File: src/rtl/mux_scan_ctrl_if.sv
// Bus between the mux scan sequencer, its controller and the 8:1 mux it drives.
// The cont input exists only when MUX_SCAN_AUTORESTART_EN is defined.
interface mux_scan_ctrl_if #(
  parameter int NCH  = 8,
  parameter int SELW = 3,
  parameter int DWW  = 4
);
  logic            start;
  logic [NCH-1:0]  mask;
  logic [DWW-1:0]  dwell;
  logic            y_in;
`ifdef MUX_SCAN_AUTORESTART_EN
  logic            cont;
`endif
  logic [SELW-1:0] sel;
  logic            busy;
  logic            done;
  logic [NCH-1:0]  result;
  logic            result_valid;

`ifdef MUX_SCAN_AUTORESTART_EN
  modport master (
    output start, mask, dwell, y_in, cont,
    input  sel, busy, done, result, result_valid
  );

  modport slave (
    input  start, mask, dwell, y_in, cont,
    output sel, busy, done, result, result_valid
  );
`else
  modport master (
    output start, mask, dwell, y_in,
    input  sel, busy, done, result, result_valid
  );

  modport slave (
    input  start, mask, dwell, y_in,
    output sel, busy, done, result, result_valid
  );
`endif
endinterface

File: src/rtl/mux_scan_ctrl.sv
// Steps the 8:1 mux select through masked channels, settles, samples y_in into a result word.
// Optional MUX_SCAN_AUTORESTART_EN adds cont: back-to-back passes without returning to IDLE.
module mux_scan_ctrl #(
  parameter int NCH  = 8,
  parameter int SELW = 3,
  parameter int DWW  = 4
) (
  input  logic            clk,
  input  logic            rst,
  mux_scan_ctrl_if.slave  bus
);

  typedef enum logic {
    IDLE,
    SETTLE
  } state_t;

  state_t          state_q, state_d;
  logic [SELW-1:0] sel_q, sel_d;
  logic [DWW-1:0]  cnt_q, cnt_d;
  logic [DWW-1:0]  dwell_q, dwell_d;
  logic [NCH-1:0]  mk_q, mk_d;
  logic [NCH-1:0]  result_q, result_d;
  logic            valid_q, valid_d;
  logic            done_q, done_d;
  logic            zpend_q, zpend_d;
  logic [NCH-1:0]  upper;

  function automatic logic [SELW-1:0] lowest_set(input logic [NCH-1:0] m);
    logic [SELW-1:0] idx;
    idx = '0;
    for (int i = NCH - 1; i >= 0; i--) begin
      if (m[i]) idx = SELW'(i);
    end
    return idx;
  endfunction

  function automatic logic [NCH-1:0] upper_bits(input logic [NCH-1:0] m,
                                                input logic [SELW-1:0] s);
    logic [NCH-1:0] up;
    up = '0;
    for (int i = 0; i < NCH; i++) begin
      up[i] = m[i] && (i > int'(s));
    end
    return up;
  endfunction

  always_ff @(posedge clk) begin
    if (rst) begin
      state_q  <= IDLE;
      sel_q    <= '0;
      cnt_q    <= '0;
      dwell_q  <= '0;
      mk_q     <= '0;
      result_q <= '0;
      valid_q  <= 1'b0;
      done_q   <= 1'b0;
      zpend_q  <= 1'b0;
    end else begin
      state_q  <= state_d;
      sel_q    <= sel_d;
      cnt_q    <= cnt_d;
      dwell_q  <= dwell_d;
      mk_q     <= mk_d;
      result_q <= result_d;
      valid_q  <= valid_d;
      done_q   <= done_d;
      zpend_q  <= zpend_d;
    end
  end

  // An empty mask is accepted but finishes one edge later via zpend, so done
  // lands on the same relative edge a one-channel scan would use; busy never rises.
  always_comb begin
    state_d  = state_q;
    sel_d    = sel_q;
    cnt_d    = cnt_q;
    dwell_d  = dwell_q;
    mk_d     = mk_q;
    result_d = result_q;
    valid_d  = valid_q;
    done_d   = 1'b0;
    zpend_d  = 1'b0;
    upper    = upper_bits(mk_q, sel_q);

    case (state_q)
      IDLE: begin
        if (zpend_q) begin
          done_d  = 1'b1;
          valid_d = 1'b1;
        end else if (bus.start) begin
          mk_d     = bus.mask;
          dwell_d  = bus.dwell;
          cnt_d    = bus.dwell;
          result_d = '0;
          valid_d  = 1'b0;
          if (bus.mask != '0) begin
            sel_d   = lowest_set(bus.mask);
            state_d = SETTLE;
          end else begin
            zpend_d = 1'b1;
          end
        end
      end

      SETTLE: begin
        if (cnt_q != '0) begin
          cnt_d = cnt_q - DWW'(1);
        end else begin
          result_d[sel_q] = bus.y_in;
          if (upper != '0) begin
            sel_d = lowest_set(upper);
            cnt_d = dwell_q;
          end else begin
            done_d  = 1'b1;
            valid_d = 1'b1;
            state_d = IDLE;
`ifdef MUX_SCAN_AUTORESTART_EN
            // Result is not cleared on restart: each pass overwrites its bits in place.
            if (bus.cont) begin
              mk_d    = bus.mask;
              dwell_d = bus.dwell;
              cnt_d   = bus.dwell;
              if (bus.mask != '0) begin
                sel_d   = lowest_set(bus.mask);
                state_d = SETTLE;
              end
            end
`endif
          end
        end
      end

      default: state_d = IDLE;
    endcase
  end

  assign bus.sel          = sel_q;
  assign bus.busy         = (state_q == SETTLE);
  assign bus.done         = done_q;
  assign bus.result       = result_q;
  assign bus.result_valid = valid_q;

endmodule

File: src/flat_wrapper.sv
// flat-port wrapper written by rule: the top's interface ports become plain ports
module mux_scan_ctrl_flat 
#(
  parameter int NCH  = 8,
  parameter int SELW = 3,
  parameter int DWW  = 4
)
  (clk, rst, bus_start, bus_mask, bus_dwell, bus_y_in, bus_sel, bus_busy, bus_done, bus_result, bus_result_valid);
  mux_scan_ctrl_if #(.NCH(NCH), .SELW(SELW), .DWW(DWW)) bus_i ();
  input  logic clk;
  input  logic rst;
  input wire logic [$bits(bus_i.start)-1:0] bus_start;
  input wire logic [$bits(bus_i.mask)-1:0] bus_mask;
  input wire logic [$bits(bus_i.dwell)-1:0] bus_dwell;
  input wire logic [$bits(bus_i.y_in)-1:0] bus_y_in;
  output wire logic [$bits(bus_i.sel)-1:0] bus_sel;
  output wire logic [$bits(bus_i.busy)-1:0] bus_busy;
  output wire logic [$bits(bus_i.done)-1:0] bus_done;
  output wire logic [$bits(bus_i.result)-1:0] bus_result;
  output wire logic [$bits(bus_i.result_valid)-1:0] bus_result_valid;
  assign bus_i.start = bus_start;
  assign bus_i.mask = bus_mask;
  assign bus_i.dwell = bus_dwell;
  assign bus_i.y_in = bus_y_in;
  assign bus_sel = bus_i.sel;
  assign bus_busy = bus_i.busy;
  assign bus_done = bus_i.done;
  assign bus_result = bus_i.result;
  assign bus_result_valid = bus_i.result_valid;
  mux_scan_ctrl #(.NCH(NCH), .SELW(SELW), .DWW(DWW)) u_core (.clk(clk), .rst(rst), .bus(bus_i));
endmodule
File: config.mk
export PLATFORM = sky130hd
export DESIGN_NAME = mux_scan_ctrl_flat
export DESIGN_NICKNAME = d
export VERILOG_FILES = /design/src/rtl/mux_scan_ctrl_if.sv /design/src/rtl/mux_scan_ctrl.sv /design/src/flat_wrapper.sv
export SDC_FILE = /design/constraint.sdc
export NUM_CORES = 1
export LEC_CHECK = 0
export CORE_ASPECT_RATIO = 0.8
export CORE_UTILIZATION = 50
export CTS_CLUSTER_SIZE = 24
export DETAILED_ROUTE_END_ITERATION = 16
export PLACE_DENSITY = 0.76
export SETUP_SLACK_MARGIN = 0.15
export SLEW_MARGIN = 20
export SYNTH_ARGS = -nofsm -noshare
export SYNTH_HDL_FRONTEND = slang
export SYNTH_SLANG_ARGS = --single-unit
File: constraint.sdc
create_clock -name clk -period 2.4 [get_ports clk]
set_input_delay 0.72 -clock clk [delete_from_list [all_inputs] [get_ports clk]]
set_output_delay 0.72 -clock clk [all_outputs]
set_load 0.01 [all_outputs]
==> results of run 1 <==
## cells in the mapped netlist, types with 4 or more instances
master	instances
nand3_1	7
inv_1	6
dfxtp_1	30
o21ai_1	6
nand2_1	31
a21oi_1	26
clkbuf_1	10
nor3_1	4
mux2i_1	5
nand2b_1	7
o22ai_1	4
nor2b_1	9
nor2_1	20
## state kept, by name, indices dropped and copies added (netlist names)
register,cells
u_core.bus.result,8
u_core.mk_q,7
u_core.cnt_q,4
u_core.dwell_q,4
u_core.bus.sel,3
u_core.bus.busy,1
u_core.bus.done,1
u_core.bus.result_valid,1
u_core.zpend_q,1
## kinds of logic (layout without fill, tap and decap cells)
family	after synthesis	count (layout)	synth area share
mux	7	7	0.04303
buf+inv	20	67	0.04970
simple gates	97	97	0.2975
compound gates	63	63	0.2463
flops	30	30	0.3561
fa+ha+maj	1	1	0.007417
## metal layers
layer,routed length (um),track usage
met5,0,0
met4,33,0.05319
met3,314,0.08686
met2,1866,0.4024
met1,2121,0.3607
## layout by cell type, fill, tap and decap left out, drive strengths merged, types with 4 or more instances in the layout
master and count:
mux2i 5, o21ai 9, clkbuf 7, dfxtp 30, nor3 4, nor2 20, nor2b 9, nand2b 7
nand3 7, clkdlybuf4s50 29, o22ai 5, inv 7, nand2 31, buf 23, a21oi 26
## power breakdown
part           leakage, uW  total (uW)  switching (uW)  internal, uW
registers         0.000245         570            38.9           531
logic             0.000561         418             222           196
clock network    0.0000482         417             186           231
total             0.000854        1410             447           959
## area by class of cell
cell class	count	area (um^2)	area share
multi-input cells	168	1008	0.4478
flip-flops and latches	30	600.6	0.2667
repair buffers	52	475.5	0.2111
clock buffers	7	86.33	0.03833
well taps	40	50.05	0.02222
inverters	7	26.28	0.01167
clock inverters	1	5.005	0.002222
## worst min-delay path by stage
stage                                startpoint  depth (start not counted)                          end  slack (ns)
floorplan           u_core.mk_q[3]$_SDFFE_PP0P_                          2  u_core.mk_q[3]$_SDFFE_PP0P_        0.43
global placement    u_core.mk_q[3]$_SDFFE_PP0P_                          2  u_core.mk_q[3]$_SDFFE_PP0P_        0.44
detailed placement  u_core.mk_q[3]$_SDFFE_PP0P_                          2  u_core.mk_q[3]$_SDFFE_PP0P_        0.45
CTS                 u_core.mk_q[3]$_SDFFE_PP0P_                          2  u_core.mk_q[3]$_SDFFE_PP0P_        0.46
global route        u_core.mk_q[3]$_SDFFE_PP0P_                          2  u_core.mk_q[3]$_SDFFE_PP0P_        0.48
finish              u_core.mk_q[3]$_SDFFE_PP0P_                          2  u_core.mk_q[3]$_SDFFE_PP0P_        0.46
## through the flow
step,setup WS [ns],instances,area (um^2)
after floorplan,0.4150,218,1687
after global placement,-0.09162,297,2155
after detailed placement,-0.09972,297,2155
after CTS,0.1918,305,2246
after global routing,0.1321,305,2252
final,0.2091,305,2252
## what timing repair did
| action | CTS | global route |
|---|---|---|
| hold endpoints to repair | 0 | 0 |
| resized for setup | 0 | 1 |
| hold buffers | 0 | 0 |
| setup endpoints to repair | 0 | 1 |
==> results.md, run 1 <==
* Seq cells post-synth at 30
* R2R setup slack at roughly 0.42 ns
* Top-Level Pins at 30
* Number of synthesized flops with an enable pin at 0
* CP peak stage delay at 0.62 ns
* CP Capture Type: output pin
* Global-route wire length before repair at roughly 7000 um
* Cells after synthesis at 218
* Row Count at 18
* Power Total at about 1400 uW
* Worst Path Arrival at 1.47 ns
* Crit path capture: bus_sel[2]
* Clock transition at path regs at 0.06 ns
* Final net count at around 280
* I/O Buffers at 29
* Share of Yosys cell area claimed by the top area cell type at 0.3561
* Final count of hold timing violations at 0
* Post-synth top flop: dfxtp_1
* Largest net degree at the start of global routing at 36
* Initial DRT Pass Iterations at 4
* Number of global-route vias before repair at roughly 1500
* VDD IR max at slightly above 0.0004 V
* Outcome: completed
* Power Density at roughly 620 mW/mm^2
* Area delta synth->final at 33.53%
* Period utilization at 0.9129
* Critical path launch point: u_core.bus.sel[2]$_SDFFE_PP0P_
* Die footprint at ~0.0036 mm^2
* Starting Density at 0.5349
* Critical-path top delay cell: clkdlybuf4s50_1
* CTS tree: done
* Post-synthesis cell area at ~0.0017 mm^2
* Fraction of registers with async set or reset after synthesis at 0
* F_max at approximately 0.46 GHz
* Static Leak at 0.0008540 uW
* WP data required at around 1.7 ns
* Delay-heaviest family, CP: buffers and inverters
* Worst slew margin at 0.6556
* Reg-to-Reg End: u_core.cnt_q[0]$_SDFFE_PP0P_
* Sequential share of the synthesized area at 0.3561
* Fin util at 0.7143
* Ant. Diodes at 0
* Initial antenna violation count at 0
* Setup bufs post-CTS at 0
* RSZ-0062 raised after global routing: no
* Routed wire length at 4336 um
* All-Layer GR Usage at 0.2629
* Number of vias per cell at 5.603
* Final Max Tran Viols at 0
* Gpl congestion at around 0.9
* Worst-Margin Slew at 0.5155 ns
* Die H at ~54 um
* Synthesized area per cell at 7.737 um^2
* HP Class: flip-flop to flip-flop
* Dpl hpwl at slightly above 3000 um
* CP bufs+invs at 1
* # setup viols final at 0
* CTS sink count at 30
* Fin Hold WS at 0.4553 ns
* Max clock buf depth at 2
* Remaining global-route overflow at 0
* Library cells used by synthesis at between 40 and 50
* Detailed Route Iter0 Violations at 72
* Share of cells above drive strength 1 at 0.1396
* WL/cell at between 10 and 15 um
* Yosys top cell by area: dfxtp_1
* Reg2reg start: u_core.bus.sel[2]$_SDFFE_PP0P_
* Worst-case reg-to-reg path depth at 5
* Area contributors post-synth: dfxtp_1, a21oi_1, nand2_1
* Startpoint Class: flip-flop
* Yosys Warn Count at 0
* Final ANT Viol Nets at 0
* Stages on the worst setup path at 1
* Total nets after synthesis at approximately 240
* CTS Buf Count at 5
* DR DRC count at 0
* Post-route setup TNS at 0 ns
* Crit Path Category: flip-flop to output pin
* Worst skew pair latency at between 0.2 and 0.3 ns
* Max-cap violations at 0
* Layout Skew at between 0.004 and 0.005 ns
* Placeable Area at 0.003153 mm^2
* Crit-path cells: clkdlybuf4s50_1
* Die width at about 67 um
* Min Tclk post-route at 2.191 ns
* Fillers at about 270
* CP max FO at 10
* Root buf cell: clkbuf_8
* H-tree Lvls at 2
* Vias at approximately 1700
Note: power is estimated with default switching activity, not from simulation.
==> run 2, diff against run 1 <==
--- a/config.mk
+++ b/config.mk
@@ -5,13 +5,15 @@
 export SDC_FILE = /design/constraint.sdc
 export NUM_CORES = 1
 export LEC_CHECK = 0
+export CELL_PAD_IN_SITES_DETAIL_PLACEMENT = 0
+export CELL_PAD_IN_SITES_GLOBAL_PLACEMENT = 1
 export CORE_ASPECT_RATIO = 0.8
-export CORE_UTILIZATION = 50
+export CORE_UTILIZATION = 38
 export CTS_CLUSTER_SIZE = 24
 export DETAILED_ROUTE_END_ITERATION = 16
-export PLACE_DENSITY = 0.76
+export MAX_ROUTING_LAYER = met4
+export PLACE_DENSITY = 0.79
 export SETUP_SLACK_MARGIN = 0.15
-export SLEW_MARGIN = 20
 export SYNTH_ARGS = -nofsm -noshare
 export SYNTH_HDL_FRONTEND = slang
 export SYNTH_SLANG_ARGS = --single-unit
==> run 2 against run 1 <==
  * Setup slack worse by 0.0013 ns
  * Fmax about the same
  * Clock skew about the same
  * Hold slack worse by 0.0026 ns
  * Critical path type is now input port to flip-flop
  * Non-clock buffer count up 2
  * Via count up 0.18%
==> results.md, run 2 (same netlist as run 1, synthesis figures left out) <==
* CTS sink count at 30
* Critical path launch point: bus_mask[6]
* Global-route wire length before repair at 7210 um
* # setup viols final at 0
* Top-Level Pins at 30
* Commonest non-fill, non-tap cells in the layout: nand2_1, dfxtp_1, clkdlybuf4s50_1
* Min Tclk post-route at 2.192 ns
* R2R setup slack at between 0.3 and 0.4 ns
* Die width at 76.49 um
* HP Class: flip-flop to flip-flop
* Row Count at 21
* DR DRC count at 0
* Starting Density at 0.3987
* RSZ-0062 raised after global routing: no
* Most common cell after layout, fill and taps aside: nand2_1
* Vias at ~1700
* CP max FO at 3
* H-tree Lvls at 2
* VDD IR max at between 0.0002 and 0.0003 V
* CTS Buf Count at 5
* Worst-Margin Slew at about 0.52 ns
* Clock transition at path regs at 0.06 ns
* WP data required at 2.56 ns
* Root buf cell: clkbuf_8
* Worst skew pair latency at ~0.28 ns
* CTS tree: done
* Max clock buf depth at 2
* Final count of hold timing violations at 0
* Crit Path Category: input port to flip-flop
* Max reg flops at 8
* CP Capture Type: flip-flop
* Final net count at ~280
* Final ANT Viol Nets at 0
* Ant. Diodes at 0
* Number of global-route vias before repair at 1540
* Startpoint Class: input port
* All-Layer GR Usage at 0.2084
* Power Total at ~1400 uW
* Gpl congestion at 0.8781
* Placeable Area at 0.004230 mm^2
* Share of cells above drive strength 1 at 0.1509
* Initial antenna violation count at 0
* Setup bufs post-CTS at 0
* Worst slew margin at 0.6558
* Area delta synth->final at 34.87%
* CTS hold repair buffers at 0
* Worst Hold Launch: u_core.mk_q[3]$_SDFFE_PP0P_
* Reg2reg start: u_core.cnt_q[0]$_SDFFE_PP0P_
* Largest net degree at the start of global routing at 14
* Static Leak at between 0.0008 and 0.0009 uW
* Layout Skew at around 0.0046 ns
* Cell Area, Placed at between 0.002 and 0.0025 mm^2
* Outcome: completed
* Die footprint at 0.004711 mm^2
* I/O Buffers at 29
* Final instance area at 0.002275 mm^2
* Fillers at between 400 and 500
* Remaining global-route overflow at 0
* Max-cap violations at 0
* Number of vias per cell at between 5 and 6
* Dpl hpwl at 3303 um
* Power Density at between 600 and 700 mW/mm^2
* Period utilization at 0.9134
* Worst Path Arrival at roughly 2.4 ns
* Final Max Tran Viols at 0
* WL/cell at roughly 14 um
* F_max at approximately 0.46 GHz
* Routed wire length at 4396 um
* Detailed Route Iter0 Violations at roughly 110
* Initial DRT Pass Iterations at 5
* Die H at approximately 62 um
-- run 2: repair_timing --
action                     in CTS  in global routing
resized for setup               1                  2
pin swaps                       0                  2
setup endpoints to repair       1                  2
cloned                          0                  0
-- run 2: layout make-up --
class / instances / area (um^2) / area share
Inverter: 7 / 26.28 / 0.01155
Multi-Input combinational cell: 168 / 1016 / 0.4466
Clock buffer: 6 / 82.58 / 0.03630
Sequential cell: 30 / 600.6 / 0.2640
Timing Repair Buffer: 54 / 478.0 / 0.2101
Tap cell: 57 / 71.32 / 0.03135
-- run 2: critical path, stage by stage --
cell and delay (ns):
clkdlybuf4s50_1 0.44, nor4_2 0.30, buf_4 0.16, and3_4 0.17
nor2_1 0.05, o22ai_2 0.17, mux2_1 0.34
-- run 2: layer usage --
layer | up-vias | GRT usage | wire length, um
met4 | 0 | 0.08242 | 26
met2 | 41 | 0.3076 | 1926
met3 | 5 | 0.04593 | 246
met5 | - | - | 0
li1 | 874 | - | -
met1 | 792 | 0.2783 | 2196
-- run 2: stage by stage --
stage	util	hold WS [ns]	instances	TNS, ns	setup WS (ns)
floorplan	-	0.4309	218	0	0.4150
global placement	0.5149	0.4413	316	-0.2670	-0.1352
detailed placement	0.5149	0.4463	316	-0.3299	-0.1644
CTS	0.5359	0.4551	322	0	0.1582
global route	0.5377	0.4761	322	0	0.1647
finish	0.5377	0.4527	322	0	0.2079
-- run 2: worst paths after layout --
kind / endpoint / cells past startpoint
setup / recovery: u_core.bus.sel[1]$_SDFFE_PP0P_ / 7
setup reg to reg: u_core.bus.sel[1]$_SDFFE_PP0P_ / 6
hold reg to reg: u_core.mk_q[3]$_SDFFE_PP0P_ / 2
hold / removal: u_core.mk_q[3]$_SDFFE_PP0P_ / 2
-- run 2: report_power, final --
part / leakage, uW / switching, uW / total, uW / internal (uW)
logic: 0.000564 / 222 / 416 / 194
registers: 0.000245 / 36.9 / 568 / 532
clock network: 0.0000431 / 172 / 392 / 220
total: 0.000852 / 430 / 1380 / 946
